[config.mk]
export PLATFORM = sky130hd
export DESIGN_NAME = fp_int_seq_ctrl
export DESIGN_NICKNAME = d
export VERILOG_FILES = /design/src/rtl/fp_int_seq_ctrl.sv
export SDC_FILE = /design/constraint.sdc
export NUM_CORES = 1
export LEC_CHECK = 0
export CORE_MARGIN = 4
export CORE_UTILIZATION = 45
export CTS_CLUSTER_SIZE = 20
export DETAILED_ROUTE_END_ITERATION = 6
export DONT_BUFFER_PORTS = 1
export GPL_TIMING_DRIVEN = 0
export PLACE_DENSITY = 0.66
export SYNTH_ARGS = -nofsm -noshare
export SYNTH_HDL_FRONTEND = slang
export SYNTH_SLANG_ARGS = --single-unit
[constraint.sdc]
create_clock -name clk -period 6.76 [get_ports clk]
set_input_delay 1.014 -clock clk [delete_from_list [all_inputs] [get_ports clk]]
set_output_delay 1.014 -clock clk [all_outputs]
set_load 0.02 [all_outputs]
[src/rtl/fp_int_seq_ctrl.sv]
// fp_int_seq_ctrl
//
// Bit-serial operand scheduler for the fp16 x intN multiplier. Whole
// operations (activation, weight, precision) are queued in a 2-entry FIFO.
// Each weight is streamed MSB-first, one bit per cycle, while the activation
// and effective precision are held stable for the whole operation.
//
// Handshake: an operation is accepted on a rising edge where
// in_valid && in_ready. in_ready is !full and depends only on the registered
// FIFO occupancy, so a pop on the same edge never makes room for an offer.
//
// Ports:
//   clk, rst            clock, asynchronous active-high reset
//   in_valid/in_ready   operation offer / FIFO not full
//   in_act, in_w,       activation, right-aligned two's-complement weight,
//   in_prec             weight precision (clamped to 2..W_MAX at acceptance)
//   mul_valid, mul_act, registered multiplier inputs
//   mul_w, mul_prec
//   op_done             one-cycle pulse the cycle after an operation's last bit
//   busy                FIFO non-empty or controller not idle
//   prec_err            sticky: an illegal precision was accepted
module fp_int_seq_ctrl #(
    parameter int ACT_WIDTH = 16,
    parameter int W_MAX     = 8
) (
    input  logic                 clk,
    input  logic                 rst,
    input  logic                 in_valid,
    output logic                 in_ready,
    input  logic [ACT_WIDTH-1:0] in_act,
    input  logic [W_MAX-1:0]     in_w,
    input  logic [3:0]           in_prec,
    output logic                 mul_valid,
    output logic [ACT_WIDTH-1:0] mul_act,
    output logic                 mul_w,
    output logic [3:0]           mul_prec,
    output logic                 op_done,
    output logic                 busy,
    output logic                 prec_err
);

    localparam int IW = (W_MAX > 1) ? $clog2(W_MAX) : 1;

    typedef enum logic [1:0] {
        IDLE   = 2'd0,
        STREAM = 2'd1,
        GAP    = 2'd2
    } state_t;

    state_t state;

    // ------------------------------------------------------------------
    // FIFO storage and pointers
    // ------------------------------------------------------------------
    logic [ACT_WIDTH-1:0] act_mem  [2];
    logic [W_MAX-1:0]     w_mem    [2];
    logic [3:0]           prec_mem [2];
    logic                 wr_ptr;
    logic                 rd_ptr;
    logic [1:0]           count;

    logic                 full;
    logic                 empty;
    logic                 has_next;
    logic                 push;
    logic                 pop;

    logic [3:0]           eff_prec;
    logic                 clamp_err;

    assign full     = (count == 2'd2);
    assign empty    = (count == 2'd0);
    assign has_next = full;  // a second entry behind the streaming head
    assign in_ready = !full;
    assign push     = in_valid && !full;
    assign busy     = !empty || (state != IDLE);

    always_comb begin
        eff_prec  = in_prec;
        clamp_err = 1'b0;
        if (in_prec < 4'd2) begin
            eff_prec  = 4'd2;
            clamp_err = 1'b1;
        end else if (in_prec > 4'(W_MAX)) begin
            eff_prec  = 4'(W_MAX);
            clamp_err = 1'b1;
        end
    end

    always_ff @(posedge clk) begin
        if (push) begin
            act_mem[wr_ptr]  <= in_act;
            w_mem[wr_ptr]    <= in_w;
            prec_mem[wr_ptr] <= eff_prec;
        end
    end

    always_ff @(posedge clk or posedge rst) begin
        if (rst) begin
            wr_ptr   <= 1'b0;
            rd_ptr   <= 1'b0;
            count    <= 2'd0;
            prec_err <= 1'b0;
        end else begin
            if (push) begin
                wr_ptr <= ~wr_ptr;
                if (clamp_err) begin
                    prec_err <= 1'b1;
                end
            end
            if (pop) begin
                rd_ptr <= ~rd_ptr;
            end
            case ({push, pop})
                2'b10:   count <= count + 2'd1;
                2'b01:   count <= count - 2'd1;
                default: count <= count;
            endcase
        end
    end

    // ------------------------------------------------------------------
    // Streaming control
    // ------------------------------------------------------------------
    logic [W_MAX-1:0] w_reg;
    logic [3:0]       bit_left;   // bits still to present after the current one
    logic             last_bit;
    logic             load;

    // The head entry stays in the FIFO while it streams; during STREAM the
    // entry to load next is the one behind it.
    logic [ACT_WIDTH-1:0] src_act;
    logic [W_MAX-1:0]     src_w;
    logic [3:0]           src_prec;
    logic [IW-1:0]        ld_idx;
    logic [IW-1:0]        nxt_idx;

    assign last_bit = (state == STREAM) && (bit_left == 4'd0);
    assign pop      = last_bit;

    always_comb begin
        if (state == STREAM) begin
            src_act  = act_mem[~rd_ptr];
            src_w    = w_mem[~rd_ptr];
            src_prec = prec_mem[~rd_ptr];
        end else begin
            src_act  = act_mem[rd_ptr];
            src_w    = w_mem[rd_ptr];
            src_prec = prec_mem[rd_ptr];
        end
    end

    assign ld_idx  = IW'(src_prec - 4'd1);
    assign nxt_idx = IW'(bit_left - 4'd1);

    // Same-precision successors stream with no bubble; a precision change
    // goes through GAP so the multiplier sees one mul_valid=0 cycle.
    always_comb begin
        load = 1'b0;
        case (state)
            IDLE:    load = !empty;
            GAP:     load = !empty;
            STREAM:  load = last_bit && has_next && (src_prec == mul_prec);
            default: load = 1'b0;
        endcase
    end

    always_ff @(posedge clk or posedge rst) begin
        if (rst) begin
            state     <= IDLE;
            mul_valid <= 1'b0;
            mul_act   <= '0;
            mul_w     <= 1'b0;
            mul_prec  <= 4'd0;
            op_done   <= 1'b0;
            w_reg     <= '0;
            bit_left  <= 4'd0;
        end else begin
            op_done <= last_bit;
            if (load) begin
                state     <= STREAM;
                mul_valid <= 1'b1;
                mul_act   <= src_act;
                mul_prec  <= src_prec;
                mul_w     <= src_w[ld_idx];
                w_reg     <= src_w;
                bit_left  <= src_prec - 4'd1;
            end else begin
                case (state)
                    IDLE: begin
                        mul_valid <= 1'b0;
                        mul_w     <= 1'b0;
                    end
                    STREAM: begin
                        if (bit_left != 4'd0) begin
                            bit_left <= bit_left - 4'd1;
                            mul_w    <= w_reg[nxt_idx];
                        end else begin
                            mul_valid <= 1'b0;
                            mul_w     <= 1'b0;
                            state     <= has_next ? GAP : IDLE;
                        end
                    end
                    GAP: begin
                        mul_valid <= 1'b0;
                        mul_w     <= 1'b0;
                        state     <= IDLE;
                    end
                    default: begin
                        mul_valid <= 1'b0;
                        mul_w     <= 1'b0;
                        state     <= IDLE;
                    end
                endcase
            end
        end
    end

endmodule

==> impl_metrics.toml, run 1 <==
[run_status]
outcome = "completed"

[grt]
grt-ovfl-total = 0
initial_antenna_violation_count = 0
global_route.usage.total = 0.139
first_pass_grt_wire_length_um = 11700
first_global_vias = 2229
largest_net_degree_at_the_start_of_global_routing = 29

[synthesis]
synth_warnings = 0
synth_fa_ha_area_frac = 0.0119
syn_area_per_cell_um2 = 16.7
flip_flop_and_latch_count_after_synthesis = 98
synth_top_cells_by_area = "sky130_fd_sc_hd__edfxtp_1 40%, sky130_fd_sc_hd__dfrtp_1 25%, sky130_fd_sc_hd__mux2_4 8.6%"
largest_family_of_logic_cells_by_synthesized_area = "multiplexers"
synth_xor_area_frac = 0.0313
yosysSeqAreaShare = 0.650
yosys.area.top_type_share = 0.400
syn-num-nets = 286
synth_compound_area_frac = 0.0229
async_reset_ff_frac = 0.429
primary_ff_master_synth = "sky130_fd_sc_hd__edfxtp_1"
yosys.area_share.simple = 0.0402
synth_enable_flop_cells = 56
yosysTopAreaCell = "sky130_fd_sc_hd__edfxtp_1"
netlist-cell-type-count = 35
portion_of_netlist_area_occupied_by_mux_cells = 0.220
synth_cells = 251
syn-cell-area_mm2 = 0.00420

[placement]
port-buffer-count = 0
placer_s_final_routability_congestion_estimate = 0.737
place_hpwl_um = 4880
dp_cells = 360

[timing]
max_freq_ghz = 0.253
max_slew.worst_pin.slew_ns = 0.872
finalCritPeriodShare = 0.584
period_minus_slack_ns = 3.95
slew_violations = 0
grt_setup_unrepaired = "no"
relSlewSlack = 0.417
worst_clock_skew_ns = 0.0240
report.final.hold_viol_count = 0
final-setup-viol-count = 0
setup_total_negative_slack_ns = 0
hold-worst-slack_ns = 0.499

[floorplan]
fp-row-count = 34
die_area_mm2 = 0.0109
placeableCoreArea_mm2 = 0.00889
fp.dieW_um = 105
boundaryPins = 57
effective_utilization_at_floorplan = 0.473
floorplan.die.height_um = 105

[flow_run]
number_of_maximum_capacitance_violations = 0

[power]
power.ir.vdd_worst_mv = 0.238
total_leakage_power_nw = 1.78
power.total_mw = 2.36
p_per_area_mw_per_mm2 = 520

[setup_path]
worstPathMaxFanout = 10
crit_arrival_ns = 2.94
endpoint_class_of_the_critical_path = "output pin"
timing.reg2reg.setup_slack_ns = 3.93
rr_endpoint = "mul_act[5]$_DFFE_PP0N_"
reg2reg_depth = 9
crit_required_ns = 5.75
timing_worst_setup_path_type = "flop to output pin"
startpoint_type = "flop"
r2r-start = "state[0]$_DFFE_PP0P_"

[layout]
fillers = 699
seqCellArea_mm2 = 0.00273
top_regs = "act_mem x32, mul_act x16, w_mem x16"
top_register = "act_mem"
layoutNonFillerInstCount = 376
layout-drive-gt1-share = 0.284
multi_input_comb_area_mm2 = 0.00138
post-route-util = 0.511
antennaDiodeCount = 0
flip_flop_count_of_the_largest_register_all_copies_and_words_added = 32
finalNetCount = 298
synthToLayoutAreaGrowth_pct = 8.10

[hold_path]
timing.hold.worst.class = "flop to flop"
whs_path_depth = 1
hold_path_startpoint = "count[1]$_DFFE_PP0P_"
timing.hold.worst_endpoint = "count[1]$_DFFE_PP0P_"

[detailed_routing]
route.antenna.remaining_nets = 0
drtIter0Drc = 140
detailroute.via_count = 2025
postRouteWirelength_um = 7180
route.detailed.drc = 0
post_drt_via_cell_ratio = 5.39
drt_pre_antenna_iters = 5
route.detailed.wl_per_inst_um = 19.1

[clocking]
worst_skew_pair.late_latency_ns = 0.36
clockBufferDepth = 2
post_cts_hold_buffer_count = 0
cts_tree = "yes"
cts_inserted_buffers = 9
cts_repair_resize_count = 0
clock_slew_seen_by_the_registers_of_the_worst_setup_and_hold_paths_ns = 0.11
clock_tree.htree_level_count = 3
ctsRootBufferMaster = "sky130_fd_sc_hd__clkbuf_8"
tritoncts_num_sinks = 98
post-cts-setup-buffer-count = 0
[worst max-delay path, stage by stage, from the launching register on]
cell	delay, ns
sky130_fd_sc_hd__dfrtp_1	0.42
sky130_fd_sc_hd__and2b_2	0.26
sky130_fd_sc_hd__xnor2_1	0.34
sky130_fd_sc_hd__buf_6	0.25
sky130_fd_sc_hd__mux2i_4	0.30
sky130_fd_sc_hd__xnor2_1	0.09
sky130_fd_sc_hd__o41a_1	0.44
sky130_fd_sc_hd__buf_6	0.15
sky130_fd_sc_hd__buf_6	0.15
sky130_fd_sc_hd__nand2_1	0.19
[worst max path at each step]
| stage | from | endpoint | slack [ns] | cells after the start |
|---|---|---|---|---|
| after floorplan | state[0]$_DFFE_PP0P_ | busy | 3.47 | 9 |
| after global placement | state[0]$_DFFE_PP0P_ | busy | 3.20 | 9 |
| after detailed placement | state[0]$_DFFE_PP0P_ | busy | 3.18 | 9 |
| after CTS | state[0]$_DFFE_PP0P_ | busy | 2.77 | 9 |
| after global routing | state[1]$_DFFE_PP0P_ | busy | 2.66 | 9 |
| final | state[0]$_DFFE_PP0P_ | busy | 2.81 | 9 |
[cell type report]
cell class / instances / area share
plain buffers: 10 / 0.0165
clock buffers: 11 / 0.0289
clock inverters: 5 / 0.00826
inverters: 6 / 0.00496
multi-input cells: 137 / 0.304
flip-flops and latches: 98 / 0.602
well taps: 108 / 0.0298
repair buffers: 1 / 0.00606
[where the power goes]
part	switching, mW	internal (mW)
combinational	0.426	0.538
clock	0.199	0.137
sequential	0.210	0.853
[per-stage QoR]
| step | worst slack, ns | cell area [µm²] |
|---|---|---|
| floorplan | 3.47 | 4200 |
| global placement | 3.20 | 4340 |
| detailed placement | 3.18 | 4370 |
| CTS | 2.77 | 4540 |
| global route | 2.66 | 4540 |
| finish | 2.81 | 4540 |
[kinds of logic (layout without fill, tap and decap cells)]
| family | Yosys count | after routing |
|---|---|---|
| flops | 98 | 98 |
| simple gates | 33 | 33 |
| compound gates | 16 | 16 |
| xor+xnor | 15 | 15 |
| mux | 69 | 69 |
| fa+ha+maj | 4 | 4 |
| buf+inv | 16 | 33 |
[per-layer routing]
metal  part of all wire  wire length, µm  track usage
met1               0.41             2960        0.169
met2               0.51             3680        0.235
met4              0.016              118       0.0459
met3              0.059              421       0.0432
met5                  0                0            0
[synth_stat cells, types with 2 or more instances]
| library cell | number |
|---|---|
| sky130_fd_sc_hd__nand2_1 | 11 |
| sky130_fd_sc_hd__buf_6 | 5 |
| sky130_fd_sc_hd__o21ai_1 | 5 |
| sky130_fd_sc_hd__nand3_1 | 4 |
| sky130_fd_sc_hd__mux2_2 | 21 |
| sky130_fd_sc_hd__inv_1 | 6 |
| sky130_fd_sc_hd__o21ai_0 | 3 |
| sky130_fd_sc_hd__mux2i_1 | 10 |
| sky130_fd_sc_hd__edfxtp_1 | 56 |
| sky130_fd_sc_hd__mux4_2 | 4 |
| sky130_fd_sc_hd__o21bai_1 | 2 |
| sky130_fd_sc_hd__dfrtp_1 | 42 |
| sky130_fd_sc_hd__mux2i_4 | 2 |
| sky130_fd_sc_hd__nand2b_1 | 2 |
| sky130_fd_sc_hd__xnor2_1 | 14 |
| sky130_fd_sc_hd__clkbuf_1 | 5 |
| sky130_fd_sc_hd__mux2_1 | 7 |
| sky130_fd_sc_hd__nand3b_1 | 2 |
| sky130_fd_sc_hd__nor2_1 | 6 |
| sky130_fd_sc_hd__and2_1 | 2 |
| sky130_fd_sc_hd__mux2_4 | 24 |
| sky130_fd_sc_hd__ha_1 | 4 |
| sky130_fd_sc_hd__a21oi_1 | 2 |
[cells in the final DEF, fill, tap and decap left out, types with 5 or more instances in the layout]
cell type / synthesis / final
sky130_fd_sc_hd__mux2_4: 24 / 24
sky130_fd_sc_hd__nor2_1: 6 / 5
sky130_fd_sc_hd__dfrtp_1: 42 / 42
sky130_fd_sc_hd__clkbuf_1: 5 / 7
sky130_fd_sc_hd__mux2_2: 21 / 21
sky130_fd_sc_hd__clkbuf_8: 0 / 9
sky130_fd_sc_hd__mux2_1: 7 / 7
sky130_fd_sc_hd__buf_6: 5 / 5
sky130_fd_sc_hd__inv_1: 6 / 5
sky130_fd_sc_hd__xnor2_1: 14 / 14
sky130_fd_sc_hd__o21ai_1: 5 / 5
sky130_fd_sc_hd__nand2_1: 11 / 11
sky130_fd_sc_hd__edfxtp_1: 56 / 56
sky130_fd_sc_hd__mux2i_1: 10 / 10
Power figures use the tool's default switching activity.
==> run 2: changes to the inputs <==
==> constraint.sdc (replaced) <==
create_clock -name clk -period 4 [get_ports clk]
set_input_delay 0.6 -clock clk [delete_from_list [all_inputs] [get_ports clk]]
set_output_delay 0.6 -clock clk [all_outputs]
set_load 0.02 [all_outputs]
==> results of run 2 <==
Same layout as run 1 (identical final DEF). Status: completed.
Among the figures that moved: setup slack after placement 3.18 ns -> 0.833 ns; setup slack after layout 2.81 ns -> 0.465 ns; hold slack 0.499 ns -> 0.145 ns; register-to-register setup slack 3.93 ns -> 1.17 ns; total power 2.36 mW -> 3.99 mW; worst IR drop on VDD 0.238 mV -> 0.402 mV
